[src/rtl/fetch_pc_control_if.sv]
// Fetch-PC control bus: redirect inputs from the EX/hazard side and the fetch
// address, flush and status outputs of the PC control block.
interface fetch_pc_control_if;
   logic        stall;
   logic        ex_valid;
   logic        branch_taken;
   logic        JAL;
   logic        JALR;
   logic [31:0] ex_pc;
   logic [31:0] Immb_BSE;
   logic [31:0] Immb_JSE;
   logic [31:0] Imm_I;
   logic [31:0] rs1_val;
   logic [31:0] pc;
   logic [31:0] pc_plus4;
   logic        flush;
   logic        misalign;
   logic [15:0] redirect_count;

   modport master (
      output stall, ex_valid, branch_taken, JAL, JALR,
      output ex_pc, Immb_BSE, Immb_JSE, Imm_I, rs1_val,
      input  pc, pc_plus4, flush, misalign, redirect_count
   );

   modport slave (
      input  stall, ex_valid, branch_taken, JAL, JALR,
      input  ex_pc, Immb_BSE, Immb_JSE, Imm_I, rs1_val,
      output pc, pc_plus4, flush, misalign, redirect_count
   );
endinterface

[src/rtl/fetch_pc_control.sv]
// Fetch PC sequencer: sequential fetch, EX-stage redirects (JALR > JAL > branch),
// a two-cycle wrong-path flush window, misaligned-target trap and redirect count.
module fetch_pc_control #(
   parameter logic [31:0] RESET_PC = 32'h0000_0000,
   parameter logic [31:0] TRAP_VEC = 32'h0000_0100
) (
   input logic               clk,
   input logic               rst_n,
   fetch_pc_control_if.slave bus
);
   typedef enum logic {ST_RUN = 1'b0, ST_FLUSH = 1'b1} state_t;

   state_t      state;
   logic [1:0]  flush_cnt;
   logic [31:0] pc_q;
   logic        misalign_q;
   logic [15:0] redirect_count_q;

   logic        redirect_req;
   logic        accept;
   logic        tgt_misaligned;
   logic [31:0] target;
   logic [31:0] pc_plus4;

   assign redirect_req = bus.ex_valid & (bus.JALR | bus.JAL | bus.branch_taken);
   // Redirects arriving during the flush window belong to squashed instructions.
   assign accept       = redirect_req & (state == ST_RUN);
   assign pc_plus4     = pc_q + 32'd4;

   always_comb begin
      // NOTE: target gets a default first, so no path through this block can infer a latch.
      target = bus.ex_pc + bus.Immb_BSE;
      if (bus.JALR)
         target = (bus.rs1_val + bus.Imm_I) & 32'hFFFF_FFFE;
      else if (bus.JAL)
         target = bus.ex_pc + bus.Immb_JSE;
   end

   assign tgt_misaligned = |target[1:0];

   // NOTE: all state is updated with non-blocking assignments so every read sees pre-edge values.
   always_ff @(posedge clk or negedge rst_n) begin
      if (!rst_n) begin
         state            <= ST_RUN;
         flush_cnt        <= 2'd0;
         pc_q             <= RESET_PC;
         misalign_q       <= 1'b0;
         redirect_count_q <= 16'd0;
      end else begin
         misalign_q <= 1'b0;
         if (accept) begin
            pc_q       <= tgt_misaligned ? TRAP_VEC : target;
            misalign_q <= tgt_misaligned;
            state      <= ST_FLUSH;
            flush_cnt  <= 2'd2;
            if (redirect_count_q != 16'hFFFF)
               redirect_count_q <= redirect_count_q + 16'd1;
         end else begin
            if (!bus.stall)
               pc_q <= pc_plus4;
            if (state == ST_FLUSH) begin
               flush_cnt <= flush_cnt - 2'd1;
               if (flush_cnt == 2'd1)
                  state <= ST_RUN;
            end
         end
      end
   end

   assign bus.pc             = pc_q;
   assign bus.pc_plus4       = pc_plus4;
   assign bus.flush          = (state == ST_FLUSH);
   assign bus.misalign       = misalign_q;
   assign bus.redirect_count = redirect_count_q;
endmodule

[src/flat_wrapper.sv]
// flat-port wrapper written by rule: the top's interface ports become plain ports
module fetch_pc_control_flat 
#(
   parameter logic [31:0] RESET_PC = 32'h0000_0000,
   parameter logic [31:0] TRAP_VEC = 32'h0000_0100
)
  (clk, rst_n, bus_stall, bus_ex_valid, bus_branch_taken, bus_JAL, bus_JALR, bus_ex_pc, bus_Immb_BSE, bus_Immb_JSE, bus_Imm_I, bus_rs1_val, bus_pc, bus_pc_plus4, bus_flush, bus_misalign, bus_redirect_count);
  fetch_pc_control_if bus_i ();
  input logic clk;
  input logic rst_n;
  input wire logic [$bits(bus_i.stall)-1:0] bus_stall;
  input wire logic [$bits(bus_i.ex_valid)-1:0] bus_ex_valid;
  input wire logic [$bits(bus_i.branch_taken)-1:0] bus_branch_taken;
  input wire logic [$bits(bus_i.JAL)-1:0] bus_JAL;
  input wire logic [$bits(bus_i.JALR)-1:0] bus_JALR;
  input wire logic [$bits(bus_i.ex_pc)-1:0] bus_ex_pc;
  input wire logic [$bits(bus_i.Immb_BSE)-1:0] bus_Immb_BSE;
  input wire logic [$bits(bus_i.Immb_JSE)-1:0] bus_Immb_JSE;
  input wire logic [$bits(bus_i.Imm_I)-1:0] bus_Imm_I;
  input wire logic [$bits(bus_i.rs1_val)-1:0] bus_rs1_val;
  output wire logic [$bits(bus_i.pc)-1:0] bus_pc;
  output wire logic [$bits(bus_i.pc_plus4)-1:0] bus_pc_plus4;
  output wire logic [$bits(bus_i.flush)-1:0] bus_flush;
  output wire logic [$bits(bus_i.misalign)-1:0] bus_misalign;
  output wire logic [$bits(bus_i.redirect_count)-1:0] bus_redirect_count;
  assign bus_i.stall = bus_stall;
  assign bus_i.ex_valid = bus_ex_valid;
  assign bus_i.branch_taken = bus_branch_taken;
  assign bus_i.JAL = bus_JAL;
  assign bus_i.JALR = bus_JALR;
  assign bus_i.ex_pc = bus_ex_pc;
  assign bus_i.Immb_BSE = bus_Immb_BSE;
  assign bus_i.Immb_JSE = bus_Immb_JSE;
  assign bus_i.Imm_I = bus_Imm_I;
  assign bus_i.rs1_val = bus_rs1_val;
  assign bus_pc = bus_i.pc;
  assign bus_pc_plus4 = bus_i.pc_plus4;
  assign bus_flush = bus_i.flush;
  assign bus_misalign = bus_i.misalign;
  assign bus_redirect_count = bus_i.redirect_count;
  fetch_pc_control #(.RESET_PC(RESET_PC), .TRAP_VEC(TRAP_VEC)) u_core (.clk(clk), .rst_n(rst_n), .bus(bus_i));
endmodule
[config.mk]
export PLATFORM = sky130hd
export DESIGN_NAME = fetch_pc_control_flat
export DESIGN_NICKNAME = d
export VERILOG_FILES = /design/src/rtl/fetch_pc_control_if.sv /design/src/rtl/fetch_pc_control.sv /design/src/flat_wrapper.sv
export SDC_FILE = /design/constraint.sdc
export NUM_CORES = 1
export LEC_CHECK = 0
export ABC_AREA = 1
export CORE_AREA = 2 2 92 183
export DETAILED_ROUTE_END_ITERATION = 10
export DIE_AREA = 0 0 94 185
export GPL_TIMING_DRIVEN = 0
export PLACE_DENSITY = 0.92
export SKIP_LAST_GASP = 1
export SLEW_MARGIN = 20
export SYNTH_ARGS = -nofsm -noshare
export SYNTH_HDL_FRONTEND = slang
export SYNTH_SLANG_ARGS = --single-unit
[constraint.sdc]
create_clock -name clk -period 3.6 [get_ports clk]
set_input_delay 0.72 -clock clk [delete_from_list [all_inputs] [get_ports clk]]
set_output_delay 0.72 -clock clk [all_outputs]
set_load 0.02 [all_outputs]
==> flow_metrics.py <==
metrics = {
    "global_routing": {
        "grt_pass1_wl_mm": 44.32,
        "antenna_found_initial": 0,
        "grt.overflow.total": 0,
        "globalRouteTotalUtil": 0.3143,
        "grt_max_degree": 53,
        "grt_pass1_vias": 9780,
    },
    "timing": {
        "clock_skew_ns": 0.005814,
        "fin_crit_ns": 3.336,
        "fin_hold_ws_ns": 0.4332,
        "setup_ws_ns": 0.2637,
        "slew_headroom": 0.5702,
        "fmax_mhz": 299.7,
        "finalSetupViolations": 0,
        "hold_viol": 0,
        "final_max_slew_viol_count": 0,
        "rsz0062_at_grt": "no",
        "period_share": 0.9267,
        "worstMarginPinSlew_ns": 0.6447,
    },
    "critical_path": {
        "worst_setup_path_end_kind": "output pin",
        "r2r_setup_slack_ns": 1.57,
        "crit_type": "flip-flop to output pin",
        "cp.arrival_ns": 2.62,
        "cp_data_required_time_ns": 2.88,
        "cp-start-kind": "flip-flop",
        "cp_max_fo": 4,
    },
    "final_layout": {
        "syn2layout_area_growth_pct": 33.82,
        "final_cell_mix": "nand2_1, inv_1, clkdlybuf4s50_1",
        "diodes": 0,
        "drive_gt1_frac": 0.03383,
        "n_fill_cell": 1455,
        "nets": 2035,
        "mostFrequentLayoutCell": "nand2_1",
    },
    "clock_network": {
        "clockRootBuffer": "clkbuf_16",
        "post_cts_resized": 0,
        "cts_hold_buf": 0,
        "cts_buffer_depth": 2,
        "htree_levels": 2,
        "postCtsSetupRepairBufs": 0,
        "numCtsBuffers": 5,
        "cts_tree": "yes",
        "clk_pin_slew_worst_paths_ns": 0.07,
        "clock-sinks": 52,
        "clkLatencyLatePin_ns": 0.30,
    },
    "pwr": {
        "p_leak_nw": 6.156,
        "powerDensity_nw_per_um2": 456.3,
        "vdd_drop_max_mv": 0.2861,
    },
    "synth": {
        "ys_ff_latch": 52,
        "postSynthCellCount": 1550,
        "syn_nets": 1783,
        "seq_area_frac_synth": 0.1532,
        "async_reset_ff_frac": 1.000,
        "netlist.area_leader.share": 0.2599,
        "yosys.area.top_type": "nand2_1",
        "synth_edf_count": 0,
        "synth-main-ff-cell": "dfrtp_1",
        "synth_area_per_cell_sq_um": 5.479,
        "synth_warnings": 0,
        "synthTopCellsByArea": "nand2_1, dfrtp_1, inv_1",
        "syn-cell-area_sq_um": 8493,
        "synth_cell_types": 46,
    },
    "floorplan": {
        "core_sq_um": 16100,
        "die_area_sq_um": 17390,
        "placementRows": 66,
        "initial_utilization": 0.5274,
        "pin_count": 249,
        "die_width_um": 94,
        "chipHeight_um": 185,
    },
    "routing": {
        "dr.first_iter.drc_count": 621,
        "vias_per_cell": 5.231,
        "vias": 10500,
        "ant_nets": 0,
        "drt-total-wl_mm": 27.48,
        "drt-wirelength-per-cell_um": 13.69,
        "dr.pass1.iters": 7,
        "drcViolationCount": 0,
    },
    "place": {
        "dp_slack_ns": -0.1894,
        "hpwl_mm": 23.48,
        "port_buffers": 245,
        "place_congestion": 0.9661,
    },
    "run_status": {
        "outcome": "completed",
    },
    "run": {
        "cap_violations": 0,
    },
    "hold_path": {
        "hp-class": "input port to asynchronous set/reset pin",
    },
}
[kinds of logic after synthesis]
| group | after synthesis | synth area share |
|---|---|---|
| multiplexers | 1 | 0.001179 |
| buffers and inverters | 297 | 0.1338 |
| adder cells (fa/ha/maj) | 66 | 0.09900 |
| flip-flops | 52 | 0.1532 |
| AND/OR/NAND/NOR | 936 | 0.4608 |
| XOR/XNOR | 55 | 0.05937 |
| AO/OA/AOI/OAI | 143 | 0.09267 |
[layout make-up]
type / count / area, sq um / share of cell area
plain buffers: 27 / 122.6 / 0.01079
clock inverters: 3 / 42.54 / 0.003743
multi-input cells: 1201 / 6056 / 0.5328
inverters: 270 / 1013 / 0.08917
clock buffers: 5 / 125.1 / 0.01101
well taps: 204 / 255.2 / 0.02246
repair buffers: 245 / 2450 / 0.2155
flip-flops and latches: 52 / 1301 / 0.1145
[power breakdown]
part / total, mW / internal, mW / switching [mW] / leakage, nW
registers: 1.20 / 0.804 / 0.399 / 0.620
logic: 3.44 / 1.48 / 1.96 / 5.46
clock network: 0.547 / 0.327 / 0.220 / 0.0798
[synth_stat cells (3+ instances only)]
cell / n
a21boi_0: 4
dfrtp_1: 52
o21bai_1: 8
or2_2: 4
nor3_2: 3
inv_2: 7
xor2_1: 36
xnor2_1: 16
nor3_1: 20
o21ai_1: 20
nand2_1: 588
a22oi_1: 5
nand4_1: 15
inv_1: 262
nand3b_1: 4
xnor2_2: 3
nand2_2: 5
and3_1: 3
o211ai_1: 4
nand3_2: 3
nor2_2: 7
o21ai_0: 25
ha_1: 64
a21oi_1: 70
nand3_1: 121
nor2_1: 151
clkbuf_1: 14
buf_4: 3
buf_2: 7
[critical path, stage by stage, from the launching register on]
cell             delay (ns)
dfrtp_1                0.42
ha_1                   0.31
nand3_4                0.14
nor3_4                 0.22
nand3_2                0.14
nor2_4                 0.14
xor2_1                 0.28
clkdlybuf4s50_1        0.67
[stage by stage]
stage	TNS, ns	std cells	instance area (sq um)	util	power (mW)
6_report	0	2007	11370	0.7058	5.186
3_5_place_dp	-2.941	1999	11200	0.6954	4.579
5_1_grt	0	2007	11370	0.7058	5.532
3_3_place_gp	-0.7389	1999	11200	0.6956	4.509
4_1_cts	0	2007	11370	0.7058	5.144
2_1_floorplan	0	1550	8493	-	3.083
[final timing paths]
| check | end | cells after the start | from |
|---|---|---|---|
| max | bus_pc_plus4[20] | 7 | u_core.bus.pc[2]$_DFFE_PN0P_ |
| min | u_core.bus.redirect_count[6]$_DFFE_PN0P_ | 1 | rst_n |
| max reg2reg | u_core.bus.redirect_count[15]$_DFFE_PN0P_ | 12 | u_core.bus.redirect_count[0]$_DFFE_PN0P_ |
| min reg2reg | u_core.bus.pc[1]$_DFFE_PN0P_ | 2 | u_core.bus.pc[1]$_DFFE_PN0P_ |
| max in group asynchronous | u_core.bus.pc[8]$_DFFE_PN0P_ | 1 | rst_n |
| min in group clk | u_core.bus.pc[1]$_DFFE_PN0P_ | 2 | u_core.bus.pc[1]$_DFFE_PN0P_ |
[flip-flops by register name, summed over array words and instances, names as in the netlist]
name and count:
u_core.bus.pc 32, u_core.bus.redirect_count 16, u_core.flush_cnt 2, u_core.bus.flush 1, u_core.bus.misalign 1
[layer usage]
metal	vias to the layer above	part of all wire	track usage	routed length, um
li1	5325	-	-	-
met1	4564	0.37	0.3516	10290
met2	510	0.49	0.5709	13490
met3	99	0.072	0.02929	1988
met4	0	0.063	0.1739	1721
met5	-	0	0	0
Note: power is estimated with default switching activity, not from simulation.
